### src/rtl/alu_control_seq.sv
// ============================================================================
//  Module      : alu_control_seq
//  Description : Decodes ALU requests into aluControl beats. A shift request
//                expands into one beat per bit of shift amount.
//  Revision    : 1.0 - initial release
// ============================================================================
`default_nettype none

module alu_control_seq #(
    parameter int FUNC_W   = 3,
    parameter int SHAMT_W  = 4,
    parameter int CTRL_W   = 4,
    parameter int NOP_CODE = 15
) (
    input  logic               clk,
    input  logic               rst_n,
    input  logic               in_valid,
    output logic               in_ready,
    input  logic [2:0]         aluOp,
    input  logic [FUNC_W-1:0]  func,
    input  logic               shiftDirection,
    input  logic [SHAMT_W-1:0] shamt,
    output logic               out_valid,
    input  logic               out_ready,
    output logic [CTRL_W-1:0]  aluControl,
    output logic               out_last,
    output logic               illegal
);

    // The func field never reaches the aluControl MSB.
    localparam int c_FUNC_BITS = (FUNC_W < CTRL_W - 1) ? FUNC_W : CTRL_W - 1;

    typedef enum logic [1:0] {
        IDLE  = 2'd0,
        EMIT  = 2'd1,
        SHIFT = 2'd2
    } state_t;

    state_t              r_state;
    state_t              w_stateNext;
    logic [CTRL_W-1:0]   r_aluControl;
    logic                r_outLast;
    logic                r_illegal;
    logic [SHAMT_W-1:0]  r_count;

    logic                w_outValid;
    logic                w_accept;
    logic                w_consume;
    logic                w_isShift;
    logic                w_isIllegal;
    logic                w_multiBeat;
    logic [CTRL_W-1:0]   w_decoded;

    assign w_outValid = (r_state != IDLE);
    assign w_consume  = w_outValid && out_ready;
    assign in_ready   = rst_n && (!w_outValid || (w_outValid && out_ready && r_outLast));
    assign w_accept   = in_valid && in_ready;

    assign out_valid  = w_outValid;
    assign aluControl = r_aluControl;
    assign out_last   = r_outLast;
    assign illegal    = r_illegal;

    always_comb begin
        w_decoded   = '0;
        w_isShift   = 1'b0;
        w_isIllegal = 1'b0;
        case (aluOp)
            3'd0: w_decoded = CTRL_W'(0);
            3'd1: w_decoded = CTRL_W'(1);
            3'd2: w_decoded = {{(CTRL_W - c_FUNC_BITS){1'b0}}, func[c_FUNC_BITS-1:0]};
            3'd3: begin
                w_isShift = 1'b1;
                w_decoded = shiftDirection ? CTRL_W'(6) : CTRL_W'(7);
            end
            3'd4: begin
                w_isShift = 1'b1;
                w_decoded = CTRL_W'(8);
            end
            default: w_isIllegal = 1'b1;
        endcase
        // A zero-length shift still produces one beat, as a no-op.
        if (w_isShift && (shamt == '0)) begin
            w_decoded = CTRL_W'(NOP_CODE);
        end
    end

    assign w_multiBeat = w_isShift && (shamt > SHAMT_W'(1));

    always_comb begin
        w_stateNext = r_state;
        case (r_state)
            IDLE: begin
                if (w_accept) begin
                    w_stateNext = w_multiBeat ? SHIFT : EMIT;
                end
            end
            EMIT: begin
                if (w_accept) begin
                    w_stateNext = w_multiBeat ? SHIFT : EMIT;
                end else if (w_consume) begin
                    w_stateNext = IDLE;
                end
            end
            SHIFT: begin
                if (w_consume && (r_count == SHAMT_W'(2))) begin
                    w_stateNext = EMIT;
                end
            end
            default: w_stateNext = IDLE;
        endcase
    end

    always_ff @(posedge clk or negedge rst_n) begin
        if (!rst_n) begin
            r_state <= IDLE;
        end else begin
            r_state <= w_stateNext;
        end
    end

    // r_count holds the beats still to be presented, including the current one.
    always_ff @(posedge clk or negedge rst_n) begin
        if (!rst_n) begin
            r_aluControl <= '0;
            r_outLast    <= 1'b0;
            r_illegal    <= 1'b0;
            r_count      <= '0;
        end else if (w_accept) begin
            r_aluControl <= w_decoded;
            r_outLast    <= !w_multiBeat;
            r_illegal    <= w_isIllegal;
            r_count      <= shamt;
        end else if (w_consume && (r_state == SHIFT)) begin
            r_count      <= r_count - SHAMT_W'(1);
            r_outLast    <= (r_count == SHAMT_W'(2));
        end
    end

endmodule

`default_nettype wire

### config.mk
export PLATFORM = sky130hd
export DESIGN_NAME = alu_control_seq
export DESIGN_NICKNAME = d
export VERILOG_FILES = /design/src/rtl/alu_control_seq.sv
export SDC_FILE = /design/constraint.sdc
export NUM_CORES = 1
export LEC_CHECK = 0
export CORE_MARGIN = 10
export CORE_UTILIZATION = 45
export CTS_BUF_LIST = sky130_fd_sc_hd__clkbuf_16
export DETAILED_ROUTE_END_ITERATION = 7
export GPL_ROUTABILITY_DRIVEN = 1
export PLACE_DENSITY = 0.77
export RECOVER_POWER = 100
export SLEW_MARGIN = 0
export SYNTH_ARGS = -nofsm -noshare
export SYNTH_HDL_FRONTEND = slang
export SYNTH_SLANG_ARGS = --single-unit
### constraint.sdc
create_clock -name clk -period 1.7 [get_ports clk]
set_input_delay 0.255 -clock clk [delete_from_list [all_inputs] [get_ports clk]]
set_output_delay 0.255 -clock clk [all_outputs]
set_load 0.02 [all_outputs]
==> impl_results.md, run 1 <==
* Layout cells sized above 1 at 13.9%
* Synth Register Bits at 12
* CP endpoint kind: output port
* Die Y at 61.2 microns
* Hold_buf cts at 0
* EDFF count, synth at 0
* Worst clock skew at 0.000902 ns
* Initial Utilization at 48.9%
* Die area at 3740 sq um
* Antenna Violating Nets Remaining at 0
* Mapped cell area at 762 sq um
* Power consumption at 1.69 mW
* Die width at 61.2 microns
* Crit Path Class: in -> out
* Nets at 126
* CP startpoint kind: primary input
* # diodes at 0
* Hold Crit Class: in -> async
* Largest net degree at the start of global routing at 15
* Leak at 0.466 nW
* CP Cell Sequence: clkdlybuf4s50_1, o2bb2ai_4, and2_1, clkdlybuf4s15_1
* Core area at 1560 sq um
* Slew Limit Fails at 0
* Drt pass-1 iters at 4
* Worst-Margin Slew at 0.406 ns
* Max incr delay on CP at 0.53 ns
* Fin crit share at 96.1%
* TritonCTS clock tree: yes
* Unrepaired setup endpoints after global routing: no
* Inserted Clock Buffers at 3
* Drt wl/cell at 15.7 microns
* Synth Instances at 76
* Clock Path Buffers at 2
* Crit-path max FO at 2
* Clk sinks at 12
* Post-synthesis cell type count at 35
* Vias after detailed routing at 718
* Final-report hold violation count at 0
* Final worst slack at 0.0657 ns
* Fmax at 612 MHz
* Drt drc at 0
* Via density at 5.79
* Post-synthesis sequential area ratio at 39.4%
* Dominant synthesized flop cell: dfrtp_1
* P&R area growth vs syn at 46.1%
* Vias in the first global route at 743
* Outcome: finished, final reports clean
* Yosys warnings at 0
* Setup WS pre-CTS at -0.240 ns
* WP data required at 1.44 ns
* Worst VDD drop at 914 uV
* H-tree Lvls at 1
* Ports at 23
* Tmin final at 1.63 ns
* Final setup viols at 0
* Worst-skew pair later-pin latency at 0.24 ns
* GPL Wtd Cong at 0.774
* Top delay family on crit path: buffers and inverters
* Initial antenna violation count at 0
* Critical path arrival at 1.38 ns
* Power density cells at 1520 nW/um^2
* Max-slew headroom at 72.8%
* Slowest cell on crit path: clkdlybuf4s50_1
* Post-Syn Nets at 93
* Async SR Flop Fraction at 100%
* Final wirelength at 1950 microns
* Total GRT Usage at 11.5%
* FP Rows at 14
* Max-cap violations at 0
* DP HPWL at 1520 microns
* Placed insts at 120
* Congestion Overflow GR at 0
* Post-route insts no fill at 124
* Reg clk slew, reported paths at 0.04 ns
* IO buf count at 22
* Global-route wire length before repair at 3230 microns
* Placed cell area at 1050 sq um
* Post-route cell area at 1110 sq um
* CTS root buf: clkbuf_16
* Drt initial violations at 11
* Syn avg cell area at 10.0 sq um
* CP Buf/Inv Count at 2
* Worst Hold Slack at 0.455 ns
## layout by cell type (no fill, tap or decap), types with 2 or more instances in the layout
| cell type | n |
|---|---|
| ha_1 | 2 |
| a31oi_1 | 4 |
| nor3_1 | 2 |
| nand2_1 | 3 |
| and3b_1 | 2 |
| nor2_1 | 2 |
| nor4_1 | 2 |
| inv_1 | 2 |
| clkdlybuf4s50_1 | 14 |
| buf_4 | 6 |
| mux2i_1 | 3 |
| dlygate4sd3_1 | 6 |
| clkbuf_16 | 3 |
| dfrtp_1 | 12 |
| nor3b_1 | 2 |
| nor2b_1 | 2 |
| nand3_1 | 2 |
| a21oi_1 | 6 |
| o21ai_0 | 9 |
| clkbuf_1 | 2 |
## flip-flops by register name, summed over array words and instances (netlist names)
signal      cells
aluControl      4
illegal         1
out_last        1
r_state         2
r_count         4
## worst paths after layout
| check | end | slack, ns | start | depth (start not counted) |
|---|---|---|---|---|
| worst max register to register | r_state[1]$_DFFE_PN0P_ | 0.26 | r_count[0]$_DFFE_PN0P_ | 5 |
| worst max-delay path | in_ready | 0.07 | out_ready | 4 |
| min in group clk | aluControl[3]$_DFFE_PN0P_ | 0.52 | aluControl[3]$_DFFE_PN0P_ | 2 |
| max in group asynchronous | aluControl[2]$_DFFE_PN0P_ | 1.08 | rst_n | 2 |
| worst min-delay path | illegal$_DFFE_PN0P_ | 0.45 | rst_n | 2 |
| worst min register to register | aluControl[3]$_DFFE_PN0P_ | 0.52 | aluControl[3]$_DFFE_PN0P_ | 2 |
## logic make-up (layout without fill, tap and decap cells)
family,after synthesis,after routing,share of synthesized area [%]
adders and majority gates,2,2,3.28
and+or+nand+nor,24,24,20.4
AOI/OAI and AO/OA,27,27,25.1
xor gates and xnor gates,2,2,2.30
DFF,12,12,39.4
muxes,4,4,5.91
buffers and inverters,5,37,3.61
## Yosys cell counts, types with 3 or more instances
cell,number,area [sq um]
mux2i_1,3,30.0
nand2_1,3,11.3
o21ai_0,5,25.0
a31oi_1,4,25.0
a21oi_1,6,30.0
o21ai_1,5,25.0
dfrtp_1,12,300
## report_power, final
group	switching, mW	internal, mW	leakage, nW
Sequential	0.100	0.407	0.145
Clock	0.121	0.309	0.0385
Combinational	0.385	0.367	0.283
## per-stage QoR
| step | utilization, % | TNS, ns |
|---|---|---|
| after detailed placement | 67.3 | -0.240 |
| after CTS | 72.2 | 0 |
| after global placement | 67.3 | -0.237 |
| after floorplan | - | 0 |
| after global routing | 71.4 | 0 |
| final | 71.4 | 0 |
## layer usage
layer  vias up  track usage (%)  part of all wire, %
met5         -                0                    0
met4         0             7.49                  2.4
met1       336             12.5                   42
met2        24             19.2                   51
met3         6             3.09                  5.4
li1        352                -                    -
## timing repair
item	CTS	global route
pin swaps	0	0
resized for setup	2	1
endpoints found under the setup margin	2	1
setup buffers	0	0
gates cloned	0	0
## final cells by class
class                           count  area (sq um)
Clock buffer                        3          75.1
Clock inverter                      1          3.75
Fill cell                         129           445
Inverter                            2          7.51
Multi-Input combinational cell     59           430
Sequential cell                    12           300
Tap cell                           16          20.0
Timing Repair Buffer               31           277
No activity file was read; power rests on OpenSTA's default activity.
==> run 2, diff against run 1 <==
--- a/config.mk
+++ b/config.mk
@@ -5,6 +5,7 @@
 export SDC_FILE = /design/constraint.sdc
 export NUM_CORES = 1
 export LEC_CHECK = 0
+export ABC_AREA = 1
 export CORE_MARGIN = 10
 export CORE_UTILIZATION = 45
 export CTS_BUF_LIST = sky130_fd_sc_hd__clkbuf_16
==> impl_results.md, run 2 <==
* Post-Syn Nets at 121
* IO buf count at 22
* Power consumption at 1.84 mW
* Syn avg cell area at 7.28 sq um
* Slowest cell on crit path: dfrtp_1
* FP Rows at 14
* Max-slew headroom at 83.6%
* Final-report hold violation count at 0
* Ports at 23
* Power density cells at 1690 nW/um^2
* Drt initial violations at 1
* Total GRT Usage at 11.5%
* Core area at 1540 sq um
* Placed insts at 146
* Post-synthesis sequential area ratio at 39.7%
* Max-cap violations at 0
* Async SR Flop Fraction at 100%
* Multi-input gate area at 400 sq um
* Fmax at 630 MHz
* Dominant synthesized flop cell: dfrtp_1
* Worst VDD drop at 998 uV
* Layout cells sized above 1 at 10.5%
* # diodes at 0
* H-tree Lvls at 1
* Drt wl/cell at 12.6 microns
* Largest area contributor in the netlist: dfrtp_1
* Vias in the first global route at 765
* Synth Instances at 104
* CP startpoint kind: flop
* Worst-Margin Slew at 0.245 ns
* Max incr delay on CP at 0.45 ns
* Fin crit share at 93.3%
* Initial antenna violation count at 0
* Commonest non-fill, non-tap cell in the layout: nand2_1
* Mapped cell area at 757 sq um
* Largest net degree at the start of global routing at 14
* Tmin final at 1.59 ns
* Final Util at 70.6%
* Leak at 0.552 nW
* TritonCTS clock tree: yes
* Final setup viols at 0
* WP data required at 1.44 ns
* Post-synth top area share at 39.7%
* Top cells by area, synth: dfrtp_1 40%, nand2_1 16%, nor2_1 7.4%
* Vias after detailed routing at 743
* Antenna Violating Nets Remaining at 0
* Initial Utilization at 49.1%
* Unrepaired setup endpoints after global routing: no
* Post-route insts no fill at 149
* Die width at 61.0 microns
* Post-synthesis cell type count at 21
* Inserted Clock Buffers at 3
* Setup repair bufs after CTS at 0
* EDFF count, synth at 0
* Count leader, synth: nand2_1
* CP endpoint kind: output port
* Synth Register Bits at 12
* Via density at 4.99
* Outcome: finished, final reports clean
* Clk sinks at 12
* CP Cell Sequence: or2_2, dlygate4sd2_1
* Hold Crit Class: in -> async
* Yosys warnings at 0
* Reg clk slew, reported paths at 0.04 ns
* DP HPWL at 1510 microns
* Clock Path Buffers at 2
* CTS root buf: clkbuf_16
* GPL Wtd Cong at 0.835
* Critical path arrival at 1.33 ns
* Slew Limit Fails at 0
* Die Y at 61.0 microns
* Final wirelength at 1880 microns
* Drt drc at 0
* Global-route wire length before repair at 3210 microns
* Fillers at 125
* Worst clock skew at 0.00138 ns
* P&R area growth vs syn at 43.8%
* Crit-path max FO at 7
* Worst-skew pair later-pin latency at 0.24 ns
* Drt pass-1 iters at 2
* Congestion Overflow GR at 0
* Commonest cells after routing, fill and taps aside: 35 x nand2_1, 15 x nor2_1, 13 x clkdlybuf4s50_1, 12 x inv_1, 12 x dfrtp_1
* Post-synth top cells: 33 x nand2_1, 15 x nor2_1, 12 x dfrtp_1, 12 x inv_1, 5 x nand3_1
* Nets at 152
* Register area at 300 sq um
* Die area at 3720 sq um
* Crit Path Class: reg -> out
[run 2: changes by cell type after synthesis, moves of 4 or more]
cell	previous run	this run
nor2_1	2	15
a31oi_1	4	0
o21ai_0	5	1
inv_1	2	12
nand2_1	3	33
[run 2: what timing repair did]
action,4_1_cts,5_1_grt
hold buffers,0,0
setup endpoints to repair,2,0
hold endpoints to repair,0,0
gates resized for setup,2,0
[run 2: layout make-up]
class,instances,share of cell area [%]
Inverter,13,4.48
Clock buffer,3,6.90
Sequential cell,12,27.6
Multi-Input combinational cell,79,36.8
Timing Repair Buffer,26,22.4
Tap cell,16,1.84
[run 2: path summary, 6_finish.rpt]
| check | from | end | slack (ns) | cells after the start |
|---|---|---|---|---|
| hold reg to reg | illegal$_DFFE_PN0P_ | illegal$_DFFE_PN0P_ | 0.51 | 2 |
| setup / recovery | r_state[0]$_DFFE_PN0P_ | out_valid | 0.11 | 2 |
| hold / removal | rst_n | out_last$_DFFE_PN0P_ | 0.46 | 2 |
| max in group asynchronous | rst_n | illegal$_DFFE_PN0P_ | 1.07 | 2 |
| setup reg to reg | r_state[0]$_DFFE_PN0P_ | aluControl[3]$_DFFE_PN0P_ | 0.34 | 7 |
| min in group clk | illegal$_DFFE_PN0P_ | illegal$_DFFE_PN0P_ | 0.51 | 2 |
[run 2: metrics by stage]
stage | instance area (sq um) | hold WS, ns | TNS [ns] | setup WS (ns)
2_1_floorplan | 757 | -0.0406 | 0 | 0.513
3_3_place_gp | 1030 | 0.486 | -0.117 | -0.117
3_5_place_dp | 1030 | 0.501 | -0.127 | -0.127
4_1_cts | 1100 | 0.395 | 0 | 0.113
5_1_grt | 1090 | 0.473 | 0 | 0.0717
6_report | 1090 | 0.459 | 0 | 0.113
[run 2: kinds of logic after synthesis]
group	share of synthesized area, %
fa+ha+maj	3.31
simple gates	36.4
compound gates	11.6
flops	39.7
xor+xnor	2.31
buf+inv	6.78
[run 2: layer usage]
| metal | global-route usage, % | vias to the layer above | wire length, microns | share of wire (%) |
|---|---|---|---|---|
| met5 | 0 | - | 0 | 0 |
| met4 | 7.21 | 0 | 51 | 2.7 |
| met1 | 11.5 | 326 | 805 | 43 |
| met2 | 19.1 | 19 | 906 | 48 |
| li1 | - | 391 | - | - |
| met3 | 5.14 | 7 | 120 | 6.4 |
[run 2: power by group]
| part | switching (mW) | internal, mW |
|---|---|---|
| Clock | 0.111 | 0.305 |
| Sequential | 0.126 | 0.429 |
| Combinational | 0.473 | 0.390 |
[run 2: critical path, delay by kind of cell, from the launching register on]
kind | cells | cell delay, ns
flops | 1 | 0.45
simple gates | 1 | 0.32
buf+inv | 1 | 0.32
